===== config.mk =====
export PLATFORM = sky130hd
export DESIGN_NAME = onehot_pulse_decoder
export DESIGN_NICKNAME = d
export VERILOG_FILES = /design/src/rtl/onehot_pulse_decoder.sv
export SDC_FILE = /design/constraint.sdc
export NUM_CORES = 1
export LEC_CHECK = 0
export ABC_AREA = 0
export CAP_MARGIN = 20
export CORE_AREA = 2 2 39 41
export CTS_CLUSTER_DIAMETER = 200
export CTS_CLUSTER_SIZE = 25
export DETAILED_ROUTE_END_ITERATION = 8
export DIE_AREA = 0 0 41 43
export DONT_BUFFER_PORTS = 1
export HOLD_SLACK_MARGIN = 0.08
export SLEW_MARGIN = 20
export SYNTH_ARGS = -nofsm -noshare
export SYNTH_HDL_FRONTEND = slang
export SYNTH_SLANG_ARGS = --single-unit

===== constraint.sdc =====
create_clock -name clk -period 1.1 [get_ports clk]
set_input_delay 0.22 -clock clk [delete_from_list [all_inputs] [get_ports clk]]
set_output_delay 0.22 -clock clk [all_outputs]
set_load 0.05 [all_outputs]

===== src/rtl/onehot_pulse_decoder.sv =====
// -----------------------------------------------------------------------------
// onehot_pulse_decoder
//
// Accepts a binary index over a valid/ready handshake and drives the matching
// one-hot output line for PULSE_CYCLES cycles. While a pulse is running the
// block back-pressures. An index at or above WIDTH is consumed, and no line is
// driven for it. Instead, err pulses for one cycle.
//
// Handshake: a transfer happens on a rising clk edge where valid && ready.
// ready depends only on registered state and reset_n. The producer may hold
// valid/idx for as long as it likes until the transfer occurs.
//
// Ports:
//   clk       in   1      rising-edge clock
//   reset_n   in   1      asynchronous, active-low reset
//   idx       in   IW     index to decode
//   valid     in   1      idx is presented
//   ready     out  1      block can accept this cycle
//   out       out  WIDTH  registered one-hot output, zero when idle
//   busy      out  1      registered, high while out is driven
//   err       out  1      registered one-cycle pulse after an out-of-range index
//   dbg_state out  1      FSM state, 1 = DRIVE, 0 = IDLE
// -----------------------------------------------------------------------------
module onehot_pulse_decoder #(
  parameter int WIDTH        = 8,
  parameter int PULSE_CYCLES = 1,
  localparam int IW = $clog2(WIDTH),
  localparam int CW = (PULSE_CYCLES > 1) ? $clog2(PULSE_CYCLES) : 1
) (
  input  logic             clk,
  input  logic             reset_n,
  input  logic [IW-1:0]    idx,
  input  logic             valid,
  output logic             ready,
  output logic [WIDTH-1:0] out,
  output logic             busy,
  output logic             err,
  output logic             dbg_state
);

  typedef enum logic {
    IDLE  = 1'b0,
    DRIVE = 1'b1
  } state_e;

  localparam logic [CW-1:0] CNT_RELOAD = CW'(PULSE_CYCLES - 1);
  localparam logic [IW:0]   WIDTH_EXT  = (IW + 1)'(WIDTH);

  state_e            state_q, state_d;
  logic [IW-1:0]     idx_q, idx_d;
  logic [CW-1:0]     cnt_q, cnt_d;
  logic              err_q, err_d;
  logic [WIDTH-1:0]  out_q, out_d;

  logic              xfer;
  logic              in_range;

  // cnt_q counts the extra cycles left after the current one. The final DRIVE
  // cycle (cnt_q == 0) accepts, so back-to-back pulses have no gap.
  assign ready = reset_n && ((state_q == IDLE) || (cnt_q == '0));
  assign xfer  = valid && ready;

  // The index is widened by one bit so that the compare also works when WIDTH
  // is a power of two. In that case every index is in range.
  assign in_range = ({1'b0, idx} < WIDTH_EXT);

  always_comb begin
    state_d = state_q;
    idx_d   = idx_q;
    cnt_d   = cnt_q;
    err_d   = 1'b0;

    case (state_q)
      IDLE: begin
        state_d = IDLE;
      end
      DRIVE: begin
        if (cnt_q != '0) begin
          cnt_d = cnt_q - CW'(1);
        end else begin
          state_d = IDLE;
        end
      end
      default: begin
        state_d = IDLE;
      end
    endcase

    // An accepted index replaces whatever the case above decided. This is
    // reached only from IDLE or from the final DRIVE cycle.
    if (xfer) begin
      if (in_range) begin
        state_d = DRIVE;
        idx_d   = idx;
        cnt_d   = CNT_RELOAD;
      end else begin
        state_d = IDLE;
        err_d   = 1'b1;
      end
    end

    // The output is registered. It is computed from the next state, so out
    // changes on the same edge as the state. It can only be one-hot or zero.
    out_d = '0;
    if (state_d == DRIVE) begin
      out_d = WIDTH'(1) << idx_d;
    end
  end

  always_ff @(posedge clk or negedge reset_n) begin
    if (!reset_n) begin
      state_q <= IDLE;
      idx_q   <= '0;
      cnt_q   <= '0;
      err_q   <= 1'b0;
      out_q   <= '0;
    end else begin
      state_q <= state_d;
      idx_q   <= idx_d;
      cnt_q   <= cnt_d;
      err_q   <= err_d;
      out_q   <= out_d;
    end
  end

  assign out       = out_q;
  assign busy      = (state_q == DRIVE);
  assign err       = err_q;
  assign dbg_state = state_q;

endmodule


== After elaboration in Yosys (flattened, before gate mapping) ==
Index checks and enable logic that the tools add are counted.

* Shift operators: 1
* Reductions and logical operators: 4
* $add $sub $neg: 1
* Bitwise logic cells: 2
* Multiplexer cells: 8

{| class="wikitable"
|+ Operator list
! cell !! number
|-
| 8-bit 2-to-1 mux || 1
|-
| 1-bit by 3-bit left shift with 8-bit output, first input constant || 1
|-
| 1-bit 2-to-1 mux || 5
|-
| 3-bit 2-to-1 mux || 1
|-
| 1-bit logical AND || 2
|-
| 1-bit inverter || 2
|-
| 1-bit one-hot mux with 2 select lines || 1
|-
| 2-bit nonzero test || 1
|-
| 1-bit logical OR || 1
|-
| 1-bit subtractor, second input constant || 1
|}

* Logic and storage cells: 20
* Bits in registers: 13
* Input bits: 6

== Longest topological paths before layout ==
Gate-level depths: netlist (run 1).

* Depth in word-level cells: 7
* Gate-level depth with buffers: 2

== Worst setup path after synthesis (run 1) ==
No wires, ideal clock.

* Kind: register to output
* From: reg state_q, in the netlist busy
* To: out dbg_state
* Stages on the path, launching flop included: 2
* Arrival time: 0.886 ns
* Path slack: -0.006 ns
* Path buffers: 1
* Cell sequence: dfrtp_1 -> buf_4

{| class="wikitable"
|+ RTL lines
! item !! line !! text
|-
| start, declared || 49 || <nowiki>state_e state_q, state_d;</nowiki>
|-
| start signal, assigned || 118 || <nowiki>state_q <= state_d;</nowiki>
|-
| end, declared || 38 || <nowiki>output logic dbg_state</nowiki>
|}

No word-level cell between the ends.

== Worst setup path after layout (run 1) ==
* From: reg state_q, in the netlist busy
* To: out dbg_state

No word-level cell between the ends.

==> out/metrics.cfg, run 1 <==
[routing]
avgViaCountPerCell = 4.054
ant_nets = 0
wl_met1_um = 189
met2_length_um = 340
wl_per_cell_um = 10.79
firstDrtPassIters = 1
routed.top_layer = met3
drc_errors = 0
route.met3.wl_um = 74
wl_um = 604
num_vias = 227
initialDrtViolationCount = 0

[hold_path]
min_path_type = in2reg
min_path_cells = 2
hp-start = idx[0]
hold-path-endpoint = out[7]

[yosys]
yosys_warnings = 0
async_reset_ff_frac = 1.000
ys_seq_elements = 9
yosysMostFrequentCell = dfrtp_1
synth.top_cell.area_share = 0.6977
synth.area.top_cells = dfrtp_1 70%, buf_4 7.0%, nor2_1 7.0%
seq_area_frac_synth = 0.6977
synth_flop_cell = dfrtp_1
syn_nets = 34
synthTopCellsByCount = 9 x dfrtp_1, 6 x nor2_1, 3 x buf_4, 2 x nand2b_1, 2 x nor3_1
synth_cell_types = 11
syn_inst = 28
syn_area_um2 = 322.8
synth.avg_cell_area_um2 = 11.53
synth_edf_count = 0
synth_top_area_cell = dfrtp_1

[clock_tree]
cts_sinks = 9
clock_path_buffers = 2
cts_made_buffers = 3
cts_tree = built
path_clk_slew_ns = 0.06
htreeDepth = 1
cts_root_buf = clkbuf_4

[die]
die_y_um = 43
die_w_um = 41
rows = 14
io_pins = 18
die-area_um2 = 1763
start_util = 0.2333
coreArea_um2 = 1384

[pwr]
leakagePower_nw = 0.2238
ir_drop_v = 0.0005169
seqPwrFrac = 0.515
comb_power_share = 0.121
netSwitchingPower_mw = 0.1664
clock_power_share = 0.365
total_power_mw = 0.6712
p_per_area_nw_per_um2 = 1474
internal-power_mw = 0.5049
sw_frac_of_total = 0.2478

[grt]
antenna_found_initial = 0
grt_max_degree = 11
grt_use_total = 0.08722
grt_pass1_wl_um = 910
grt_pass1_vias = 246
overflow = 0

[sta]
period_needed_ns = 1.047
fin_crit_sh = 0.9521
hold_viol = 0
slew_viol_final = 0
setup_tns_ns = 0
holdWs_ns = 0.09688
rsz0062_at_grt = false
setup_viol = 0
max_freq_mhz = 954.8

[flow_run]
drv_cap = 0

[worst_setup_path]
cp-start-kind = register
end_kind = output port
arrival_ns = 0.83
critPathBufInv = 1
slowest_stage = dfrtp_2
cp.required_ns = 0.88
crit_fanout = 2
cp_top_family = flip-flops
max_stage_delay_ns = 0.41
crit_type = reg2out
cp_cell_sequence = buf_12

[run_status]
status = completed

[cells_and_area]
final_cells = 56
drive_gt1_frac = 0.3500
diodes = 0
fill_cells = 153
synthToLayoutAreaGrowth_pct = 41.09
seqCellArea_um2 = 229.0
multiInputGateArea_um2 = 71.32
fin_nets = 47
finalInstanceArea_um2 = 455.4

[placement]
placedCellCount = 48
placed_cell_area_um2 = 386.6
numPortBuffers = 0
place.gp.congestion = 0.7262

## layout make-up
class	count	area share
Timing Repair Buffer	11	0.2308
Inverter	1	0.008242
Tap cell	16	0.04396
Clock buffer	4	0.05769
Multi-Input combinational cell	15	0.1566
Sequential cell	9	0.5027
## metrics by stage
| step | setup WS [ns] | util |
|---|---|---|
| 6_report | 0.05267 | 0.3291 |
| 5_1_grt | 0.03168 | 0.3291 |
| 4_1_cts | 0.03582 | 0.3291 |
| 3_5_place_dp | 0.2700 | 0.2794 |
| 3_3_place_gp | 0.2919 | 0.2794 |
| 2_1_floorplan | 0.1357 | - |
## state kept, by name, summed over array words and instances (netlist names)
name / cells
busy: 1
out: 8
## power groups by stage
stage	Clock [mW]	Combinational (mW)	Sequential, mW
after floorplan	0	0.0418	0.370
after detailed placement	0	0.0622	0.351
after global routing	0.273	0.0866	0.346
after CTS	0.260	0.0819	0.345
after global placement	0	0.0619	0.351
final	0.245	0.0809	0.345
## cells by family after synthesis
logic type    count (synthesis)  synth area share
flops                         9            0.6977
simple gates                 14            0.2093
buf+inv                       4           0.08138
other cells                   1           0.01162
## layer usage
layer	up-vias	global-route usage
met5	-	0
met4	0	0.1067
met2	12	0.1219
met3	0	0.04188
li1	107	-
met1	108	0.07641
## layout by cell type (no fill, tap or decap), drive strengths merged
cell type	count
buf	7
clkbuf	4
conb	1
dfrtp	9
dlygate4sd3	4
inv	1
nand2	2
nand2b	2
nand3	1
nand3b	1
nor2	6
nor3	2
## how the worst max path moves through the flow
stage | from | to | cells past startpoint
2_1_floorplan | busy | dbg_state | 1
3_3_place_gp | out[3] | out[3] | 0
3_5_place_dp | out[3] | out[3] | 0
4_1_cts | busy | dbg_state | 1
5_1_grt | busy | dbg_state | 1
6_report | busy | dbg_state | 1
## what timing repair did
| action | 4_1_cts | 5_1_grt |
|---|---|---|
| endpoints found under the setup margin | 2 | 0 |
| endpoints found under the hold margin | 12 | 0 |
| resized for setup | 2 | 0 |
| buffers inserted | 0 | 0 |
| hold buffers | 4 | 0 |
Power figures use the tool's default switching activity.
==> run 2, diff against run 1 <==
Clock period 1.1 ns to 0.9 ns, I/O delays scaled along.
==> run 2 against run 1 <==
Net effect: clock power increased by 23%; core utilization rose by 8.3 points; first-iteration DRC count is 1 higher; die area did not move; via count is 0.44% lower; the run now ends with negative hold slack, negative setup slack left.
==> out/metrics.cfg, run 2 (synthesis gave the netlist of run 1 again) <==
[run_status]
status = complete, but fails checks
violations = negative hold slack, negative setup slack

[sta]
setup_viol = 10  ; +10
holdWs_ns = -0.06957  ; -0.1664 ns
slew_viol_final = 0  ; unchanged
setup_tns_ns = -0.8659  ; -0.8659 ns
rsz0062_at_grt = true
hold_viol = 9  ; +9
setup_slack_ns = -0.1079  ; -0.1606 ns
period_needed_ns = 1.008
max_freq_mhz = 992.1
fin_crit_sh = 1.120

[routing]
wl_um = 541  ; -10%
firstDrtPassIters = 4  ; +3
avgViaCountPerCell = 3.897  ; -3.9%
drc_errors = 0  ; unchanged
initialDrtViolationCount = 1  ; +1
num_vias = 226  ; -0.44%
ant_nets = 0  ; unchanged
wl_per_cell_um = 9.328  ; -14%

[worst_setup_path]
cp-start-kind = register
arrival_ns = 0.83  ; about the same
cp_cell_sequence = buf_12
crit_fanout = 2  ; unchanged
max_stage_delay_ns = 0.41  ; about the same
crit_type = reg2out
end_kind = output port
cp.required_ns = 0.72  ; -0.16 ns
critPathBufInv = 1  ; unchanged
cp_top_family = flip-flops
slowest_stage = dfrtp_2

[placement]
hpwlAfterDp_um = 391.4
pre_cts_slack_ns = 0.1628  ; -0.1072 ns
numPortBuffers = 0  ; unchanged
placed_cell_area_um2 = 501.7  ; +30%
place.gp.congestion = 0.6836  ; -5.9%

[clock_tree]
cts_sinks = 9  ; unchanged
hold_buffers = 4  ; unchanged
cts_made_buffers = 3  ; unchanged
clock_path_buffers = 2  ; unchanged
cts_setup_buffers = 0  ; unchanged
cts_tree = built
cts_root_buf = clkbuf_4
path_clk_slew_ns = 0.06  ; about the same
htreeDepth = 1  ; unchanged

[die]
rows = 14  ; unchanged
die-area_um2 = 1763  ; unchanged
io_pins = 18  ; unchanged
start_util = 0.2333  ; unchanged
die_y_um = 43  ; unchanged
die_w_um = 41  ; unchanged
coreArea_um2 = 1384  ; unchanged

[hold_path]
min_path_type = in2async

[pwr]
ir_drop_v = 0.0004336  ; -16%
total_power_mw = 0.8445  ; +26%
leakagePower_nw = 0.2690  ; +20%
p_per_area_nw_per_um2 = 1480  ; +0.43%

[cells_and_area]
largest_register_ffs = 8  ; unchanged
final_common_cell = buf_12
synthToLayoutAreaGrowth_pct = 76.74
finalInstanceArea_um2 = 570.5  ; +25%
drive_gt1_frac = 0.3333  ; -0.01667
diodes = 0  ; unchanged
mostFrequentLayoutCells = 9 x buf_12, 8 x dfrtp_1, 6 x nor2_1
fin_nets = 49  ; +4.3%

[grt]
antenna_found_initial = 0  ; unchanged
grt_max_degree = 11  ; unchanged
grt_pass1_wl_um = 917  ; +0.77%
grt_use_total = 0.08612  ; -0.001102
overflow = 0  ; unchanged
grt_pass1_vias = 237  ; -3.7%

[flow_run]
drv_cap = 0  ; unchanged

-- run 2: cell types whose count changed in the layout (fill, tap and decap cells not counted), sizes merged --
cell and delta:
dlygate4sd3 -1, dlymetal6s4s +1, buf +2
-- run 2: through the flow --
stage                       util  instances  hold WS (ns)
after CTS                 0.4105         58       0.08819
after global placement    0.3626         50       -0.1151
after floorplan                -         28       -0.1156
final                     0.4123         58      -0.06957
after detailed placement  0.3626         50       -0.1153
after global routing      0.4123         58      -0.03521
-- run 2: power breakdown --
part | switching, mW | total [mW] | internal, mW
Combinational | 0.0728 | 0.123 | 0.0505
Clock | 0.131 | 0.302 | 0.170
Sequential | 0.00642 | 0.420 | 0.413
Total | 0.211 | 0.844 | 0.634
-- run 2: layer usage --
metal	global-route usage	vias to the layer above	wire, um
li1	-	109	-
met2	0.1000	14	266
met1	0.09272	101	202
met3	0.04712	2	62
met4	0.1067	0	10
met5	0	-	0
-- run 2: worst max-delay path by stage --
stage	depth (start not counted)	startpoint	end	slack, ns
4_1_cts	1	busy	dbg_state	-0.13
6_report	1	busy	dbg_state	-0.11
3_5_place_dp	1	busy	dbg_state	0.16
3_3_place_gp	1	busy	busy	0.17
2_1_floorplan	1	busy	dbg_state	0.02
5_1_grt	1	busy	dbg_state	-0.13
-- run 2: layout make-up --
cell class / count / area (um2)
fill: 127 / 813.3
sequential: 9 / 226.5
timing repair buffer: 13 / 222.7
multi-input combinational: 15 / 71.32
clock buffer: 4 / 26.28
tap: 16 / 20.02
inverter: 1 / 3.754
-- run 2: timing repair --
action / CTS / global route
endpoints found under the hold margin: 18 / 9
pin swaps: 0 / 0
gates resized for setup: 0 / 1
endpoints found under the setup margin: 10 / 11
cloned: 0 / 0
==> run 3, diff against run 2 <==
Settings changed: HOLD_SLACK_MARGIN 0.08 to 0.15.
==> run 3 against run 2 <==
Net effect: the run still ends with negative hold slack, negative setup slack left; worst hold slack improved by 0.0029 ns; total power rose by 1.0%; critical path depth did not move; worst setup slack barely moved; global-route usage fell by 0.10 points; largest power group unchanged.
==> out/metrics.cfg, run 3 (synthesis gave the netlist of run 1 again) <==
[hold_path]
min_path_type = in2async

[placement]
hpwlAfterDp_um = 391.4  ; unchanged
placedCellCount = 50  ; unchanged
pre_cts_slack_ns = 0.1628  ; unchanged
placed_cell_area_um2 = 501.7  ; unchanged
place.gp.congestion = 0.6836  ; unchanged
numPortBuffers = 0  ; unchanged

[grt]
grt_use_total = 0.08511  ; -0.001013
grt_pass1_vias = 240  ; +1.3%
grt_pass1_wl_um = 917  ; unchanged
grt_max_degree = 11  ; unchanged
antenna_found_initial = 0  ; unchanged
overflow = 0  ; unchanged

[sta]
hold_viol = 9  ; unchanged
period_needed_ns = 1.008  ; +0.0002980 ns
max_freq_mhz = 991.8  ; about the same
slew_viol_final = 0  ; unchanged
setup_viol = 10  ; unchanged
rsz0062_at_grt = true
holdWs_ns = -0.06669  ; +0.002883 ns
setup_slack_ns = -0.1082  ; -0.0002980 ns
fin_crit_sh = 1.120  ; about the same

[worst_setup_path]
cp-start-kind = register
crit_fanout = 2  ; unchanged
cp.required_ns = 0.72  ; about the same
critPathBufInv = 1  ; unchanged
slowest_stage = dfrtp_2
arrival_ns = 0.83  ; about the same
crit_type = reg2out
cp_top_family = flip-flops
max_stage_delay_ns = 0.41  ; about the same
end_kind = output port
cp_cell_sequence = buf_12

[die]
io_pins = 18  ; unchanged
start_util = 0.2333  ; unchanged
rows = 14  ; unchanged
die_w_um = 41  ; unchanged
die_y_um = 43  ; unchanged
coreArea_um2 = 1384  ; unchanged
die-area_um2 = 1763  ; unchanged

[cells_and_area]
synthToLayoutAreaGrowth_pct = 83.72
final_cells = 59  ; +1.7%
diodes = 0  ; unchanged
finalInstanceArea_um2 = 593.1  ; +3.9%
mostFrequentLayoutCells = 9 x buf_12, 8 x dfrtp_1, 6 x nor2_1
largest_register_ffs = 8  ; unchanged
fin_nets = 50  ; +2.0%
final_common_cell = buf_12
drive_gt1_frac = 0.3721  ; +0.03876

[routing]
firstDrtPassIters = 2  ; -2
wl_per_cell_um = 9.559  ; +2.5%
wl_um = 564  ; +4.3%
num_vias = 230  ; +1.8%
avgViaCountPerCell = 3.898  ; about the same
drc_errors = 0  ; unchanged
initialDrtViolationCount = 2  ; +1
ant_nets = 0  ; unchanged

[clock_tree]
cts_tree = built
hold_buffers = 5  ; +1
cts_setup_buffers = 0  ; unchanged
htreeDepth = 1  ; unchanged
cts_root_buf = clkbuf_4
clock_path_buffers = 2  ; unchanged
cts_sinks = 9  ; unchanged
path_clk_slew_ns = 0.06  ; about the same
cts_made_buffers = 3  ; unchanged

[pwr]
total_power_mw = 0.8532  ; +1.0%
seqPwrFrac = 0.492  ; -0.005
p_per_area_nw_per_um2 = 1439  ; -2.8%
clock_power_share = 0.354  ; -0.003
comb_power_share = 0.155  ; +0.009
internal-power_mw = 0.6381  ; +0.66%
sw_frac_of_total = 0.2521  ; +0.002791
netSwitchingPower_mw = 0.2151  ; +2.2%
leakagePower_nw = 0.2843  ; +5.7%
ir_drop_v = 0.0004391  ; +1.3%

[run_status]
status = complete, but fails checks
violations = negative hold slack, negative setup slack

[flow_run]
drv_cap = 0  ; unchanged

==> run 3: what timing repair did <==
| item | 4_1_cts | 5_1_grt |
|---|---|---|
| setup endpoints to repair | 10 | 13 |
| resized for setup | 0 | 4 |
| endpoints found under the hold margin | 18 | 13 |
==> run 3: routing by layer <==
metal  up-vias  routed length [um]  part of all wire  track usage
met2        11                 281              0.50       0.1063
met1       106                 224              0.40      0.08940
met5         -                   0                 0            0
met4         0                  10             0.018       0.1067
li1        111                   -                 -            -
met3         2                  48             0.085      0.03665
==> run 3: final cells by class <==
class | instances | area, um2
timing repair buffer | 14 | 235.2
multi-input combinational | 15 | 81.33
sequential | 9 | 226.5
tap | 16 | 20.02
fill | 125 | 790.8
inverter | 1 | 3.754
clock buffer | 4 | 26.28
==> run 3: metrics by stage <==
| step | utilization | TNS [ns] |
|---|---|---|
| 3_5_place_dp | 0.3626 | 0 |
| 6_report | 0.4286 | -0.8637 |
| 3_3_place_gp | 0.3626 | 0 |
| 2_1_floorplan | - | 0 |
| 5_1_grt | 0.4286 | -1.116 |
| 4_1_cts | 0.4177 | -1.062 |
==> run 3: power groups by stage <==
stage	Clock, mW	Combinational, mW	Sequential (mW)
floorplan	0	0.0525	0.453
global placement	0	0.0975	0.427
detailed placement	0	0.0979	0.427
CTS	0.320	0.129	0.420
global route	0.339	0.140	0.419
finish	0.302	0.132	0.420
==> run 3: final timing paths <==
kind,start,endpoint,slack [ns],cells past startpoint
worst max-delay path,busy,dbg_state,-0.11,1
worst min-delay path,reset_n,out[1],-0.07,1
min in group clk,reset_n,out[2],0.10,2
max in group asynchronous,reset_n,busy,0.63,1
